[config.mk]
export PLATFORM = sky130hd
export DESIGN_NAME = wrr_arbiter
export DESIGN_NICKNAME = d
export VERILOG_FILES = /design/src/rtl/wrr_arbiter.sv
export SDC_FILE = /design/constraint.sdc
export NUM_CORES = 1
export LEC_CHECK = 0
export CAP_MARGIN = 40
export CORE_MARGIN = 2
export CORE_UTILIZATION = 50
export DETAILED_ROUTE_END_ITERATION = 12
export PLACE_DENSITY = 0.82
export SLEW_MARGIN = 20
export SYNTH_ARGS = -nofsm -noshare
export SYNTH_HDL_FRONTEND = slang
export SYNTH_SLANG_ARGS = --single-unit
[constraint.sdc]
create_clock -name clk -period 3.56 [get_ports clk]
set_input_delay 0.534 -clock clk [delete_from_list [all_inputs] [get_ports clk]]
set_output_delay 0.534 -clock clk [all_outputs]
set_load 0.005 [all_outputs]
[src/rtl/wrr_arbiter.sv]
// Weighted round-robin arbiter with a registered one-hot grant.
// Once a requester wins, it keeps the grant for up to its weight in
// consecutive cycles while it keeps requesting. After that, priority
// rotates past it. A weight of 0 behaves as 1.
module wrr_arbiter #(
  parameter  int NUM_REQ  = 4,
  parameter  int WEIGHT_W = 3,
  localparam int ID_W     = (NUM_REQ > 1) ? $clog2(NUM_REQ) : 1
) (
  input  logic                         clk,
  input  logic                         rst,
  input  logic [NUM_REQ-1:0]           req,
  input  logic [NUM_REQ*WEIGHT_W-1:0]  weight,
  output logic [NUM_REQ-1:0]           gnt,
  output logic [ID_W-1:0]              gnt_id,
  output logic                         gnt_valid
);

  // Rotation pointer: the index that gets first look in the next arbitration.
  logic [ID_W-1:0]     ptr;
  // Number of cycles already granted in the current burst.
  logic [WEIGHT_W-1:0] cnt;
  // Owner's effective weight, captured when its burst starts.
  logic [WEIGHT_W-1:0] wlat;

  logic                win_found;
  logic [ID_W-1:0]     win_id;
  int                  scan_idx;
  logic [WEIGHT_W-1:0] win_field;
  logic [WEIGHT_W-1:0] win_eff;
  logic [ID_W-1:0]     ptr_next;
  logic                hold;

  // Scan requests from ptr upward, wrapping around; the first set bit wins.
  always_comb begin
    // NOTE: every variable in this block gets a default first. A path
    // that leaves a variable unassigned would infer a latch.
    win_found = 1'b0;
    win_id    = '0;
    scan_idx  = 0;
    for (int off = 0; off < NUM_REQ; off++) begin
      scan_idx = int'(ptr) + off;
      if (scan_idx >= NUM_REQ) scan_idx = scan_idx - NUM_REQ;
      if (!win_found && req[scan_idx]) begin
        win_found = 1'b1;
        win_id    = ID_W'(scan_idx);
      end
    end
  end

  // Winner's effective weight, its follow-on pointer, and the hold condition.
  always_comb begin
    win_field = weight[int'(win_id)*WEIGHT_W +: WEIGHT_W];
    win_eff   = (win_field == '0) ? WEIGHT_W'(1) : win_field;
    ptr_next  = (int'(win_id) == NUM_REQ-1) ? '0 : win_id + 1'b1;
    hold      = gnt_valid && req[gnt_id] &&
                (({1'b0, cnt} + (WEIGHT_W+1)'(1)) < {1'b0, wlat});
  end

  // Grant register: reset, extend the burst, start a new burst, or go idle.
  always_ff @(posedge clk) begin
    // NOTE: sequential state uses non-blocking assignments only. All
    // registers then update together from their values before the edge.
    if (rst) begin
      gnt       <= '0;
      gnt_id    <= '0;
      gnt_valid <= 1'b0;
      ptr       <= '0;
      cnt       <= '0;
      wlat      <= '0;
    end else if (hold) begin
      cnt <= cnt + 1'b1;
    end else if (win_found) begin
      gnt       <= NUM_REQ'(1) << win_id;
      gnt_id    <= win_id;
      gnt_valid <= 1'b1;
      cnt       <= '0;
      wlat      <= win_eff;
      ptr       <= ptr_next;
    end else begin
      gnt       <= '0;
      gnt_id    <= '0;
      gnt_valid <= 1'b0;
    end
  end

endmodule

==> metrics.md <==
| Metric | Value |
|---|---|
| Outcome | finished clean |
| Sequential area share after synthesis | 0.325 |
| Die ar. | 2210 um2 |
| Setup total negative slack | 0 ps |
| Startpoint Class | input port |
| HPWL Detailed | 1580 um |
| Clock power share | 0.160 |
| Final Hold Vio Count | 0 |
| Final setup violation count | 0 |
| Via count of the first global-routing pass | 809 |
| Flops & latches, synth | 15 |
| Drt total wl | roughly 2000 um |
| RSZ-0062 raised after global routing | false |
| Met3 Routed Length | roughly 90 um |
| Peak supply drop | 266 uV |
| N_diodes | 0 |
| Post-Syn Area per Cell | 8.56 um2 |
| Clock buffer depth | 2 |
| Final net count | 160 |
| Number of DRC markers in iteration 0 | 15 |
| Cts repair resizes | 0 |
| Cell area power density | 500 nW/um2 |
| Internal power | 385 uW |
| Worst Setup SP | req[1] |
| Via density | 5.55 |
| Routed via count | 883 |
| Routed WL per cell | roughly 13 um |
| Clk sink count | 15 |
| Fmax achieved | 448 MHz |
| Post-CTS Setup Bufs | 0 |
| Critical Path AT | between 2000 and 2500 ps |
| # rows | 15 |
| Switching Power | 222 uW |
| Global-route wire length before repair | 3320 um |
| DRT antenna net count | 0 |
| Crit path max fanout | 9 |
| Gr usage total | 0.211 |
| Crit path capture type | flop |
| Netlist cell types | 38 |
| Max_cap viols | 0 |
| Largest net degree at the start of global routing | 16 |
| H-tree depth | 1 |
| Wire length on met2 | 996 um |
| TritonRoute pass-1 iters | 4 |
| Worst-skew pair later-pin latency | 280 ps |
| Sequential share of power | 0.381 |
| Final Critical Period | 2230 ps |
| Mapped Cells | 108 |
| Final Slew Violations | 0 |
| Comb pwr share | 0.459 |
| Wire length on met1 | 890 um |
| Clock slew at reported path FFs | 90 ps |
| Gp weighted congestion | 0.842 |
| Core area | 1730 um2 |
| YS warnings | 0 |
| Worst endpoint required time | 3750 ps |
| Static Leak | about 0.00048 uW |
| Syn nets | 133 |
| Clock skew | 0.442 ps |
| Root Driver | clkbuf_4 |
| Rel. slew slack | 0.642 |
| Max Used Layer | met4 |
| Type of the worst setup path | input port to flop |
| Worst Min Path Start | gnt[1] |
| Die Ht | 47.0 um |
| Final worst path period share | 0.627 |
| Synth-to-Final Area Change | 31.4% |
| Port bufs | 24 |
| Share of layout cells above drive strength 1 | 0.127 |
| Power, Total | 608 uW |
| Worst-margin pin slew | between 500 and 600 ps |
| Type of the tightest min-delay check | flop to flop |
| Remaining DRCs | 0 |
| IO Count | 25 |
| Initial core utilization | 0.536 |
| Chip width | 47.0 um |
| Initial antenna violation count | 0 |
| Hold Buf Count CTS | 0 |
| Mapped Area | 925 um2 |
| CTS tree | yes |
| Total global routing overflow | 0 |
| Sw frac | 0.366 |
| Reg-to-reg startpoint | cnt[0] |
| Number of buffers created by CTS | 3 |
-- per-stage QoR --
step | setup WS, ps | cell area [um2] | std cells | utilization | hold WS (ps)
floorplan | 1600 | 925 | 108 | - | 436
global placement | 1090 | 1180 | 154 | 0.686 | 442
detailed placement | 1020 | 1180 | 154 | 0.686 | 446
CTS | 1320 | 1210 | 158 | 0.701 | 461
global route | 1210 | 1210 | 159 | 0.704 | 486
finish | 1330 | 1210 | 159 | 0.704 | 459
-- state kept, by name (all words and copies together), names as in the netlist --
signal and count:
ptr 2, gnt_valid 1, gnt 4, cnt 3, gnt_id 2, wlat 3
-- per-layer routing --
metal | global-route usage | vias up
met4 | 0.0667 | 0
met5 | 0 | -
met2 | 0.362 | 24
met3 | 0.0346 | 4
met1 | 0.269 | 408
li1 | - | 447
-- critical path, stage by stage --
cell and delay, ps:
clkdlybuf4s50_1 600, nor2b_2 100, a211oi_4 340, nor2_4 120
a211oi_1 330, o22ai_1 160, a311oi_2 240
-- Yosys cell counts --
cell type	number	area (um2)
ha_1	7	87.6
nand3_1	4	20.0
a21boi_0	1	7.51
nor3b_1	1	7.51
a211oi_1	4	30.0
nor2_1	12	45.0
and4_1	1	8.76
nor2b_1	3	18.8
mux2i_1	3	30.0
a21oi_1	11	55.1
nor3_1	1	5.00
inv_2	1	3.75
o22ai_1	1	6.26
a311oi_2	1	15.0
a211o_1	1	8.76
xor2_1	1	8.76
clkbuf_1	2	7.51
o21ba_4	1	16.3
buf_2	1	5.00
o21a_1	4	30.0
nor2_4	1	11.3
nor4_1	1	6.26
o21ai_1	1	5.00
or3_1	2	12.5
nand4_2	1	12.5
inv_1	4	15.0
nor2b_2	2	17.5
nor2_2	1	6.26
or4_2	1	8.76
a211oi_4	1	20.0
a311oi_1	1	8.76
mux2_2	1	11.3
nand2_2	1	6.26
o21ai_0	2	10.0
a22oi_1	1	7.51
dfxtp_1	15	300
nand2_1	10	37.5
o221a_2	1	11.3
-- path summary, 6_finish.rpt --
kind              endpoint  slack, ps  cells past startpoint
hold / removal      gnt[1]        460                      2
setup / recovery   wlat[0]       1330                      7
hold reg to reg     gnt[1]        460                      2
setup reg to reg   wlat[0]       1360                      8
-- logic make-up (layout without fill, tap and decap cells) --
family,count (synthesis),count (layout),synth area share
AND/OR/NAND/NOR,42,42,0.242
AO/OA/AOI/OAI,31,31,0.250
flip-flops,15,15,0.325
buffers and inverters,8,34,0.0338
adder cells (fa/ha/maj),7,7,0.0947
multiplexers,4,4,0.0447
XOR/XNOR,1,1,0.00947
-- cell usage in the layout (no fill, tap or decap), types with 2 or more instances in the layout --
master	count
ha_1	7
nor2_1	12
or3_1	2
inv_1	4
dfxtp_1	15
a211oi_1	4
clkdlybuf4s50_1	24
o21a_1	4
nand2_1	10
nor2b_2	2
nand3_1	4
nor2b_1	3
a21oi_1	11
clkbuf_4	3
mux2i_1	3
o21ai_0	2
-- power groups by stage --
stage | Sequential (uW) | Combinational [uW] | Clock, uW
2_1_floorplan | 230 | 193 | 0
3_3_place_gp | 235 | 276 | 0
3_5_place_dp | 235 | 279 | 0
4_1_cts | 231 | 281 | 100
5_1_grt | 235 | 315 | 108
6_report | 232 | 279 | 97.1
-- cell type report --
class                      count  area (um2)
clock buffer                   4        26.3
fill                         159         512
inverter                       5        18.8
multi-input combinational     85         593
sequential                    15         300
tap                           25        31.3
timing repair buffer          25         245
No activity file was read; power rests on OpenSTA's default activity.
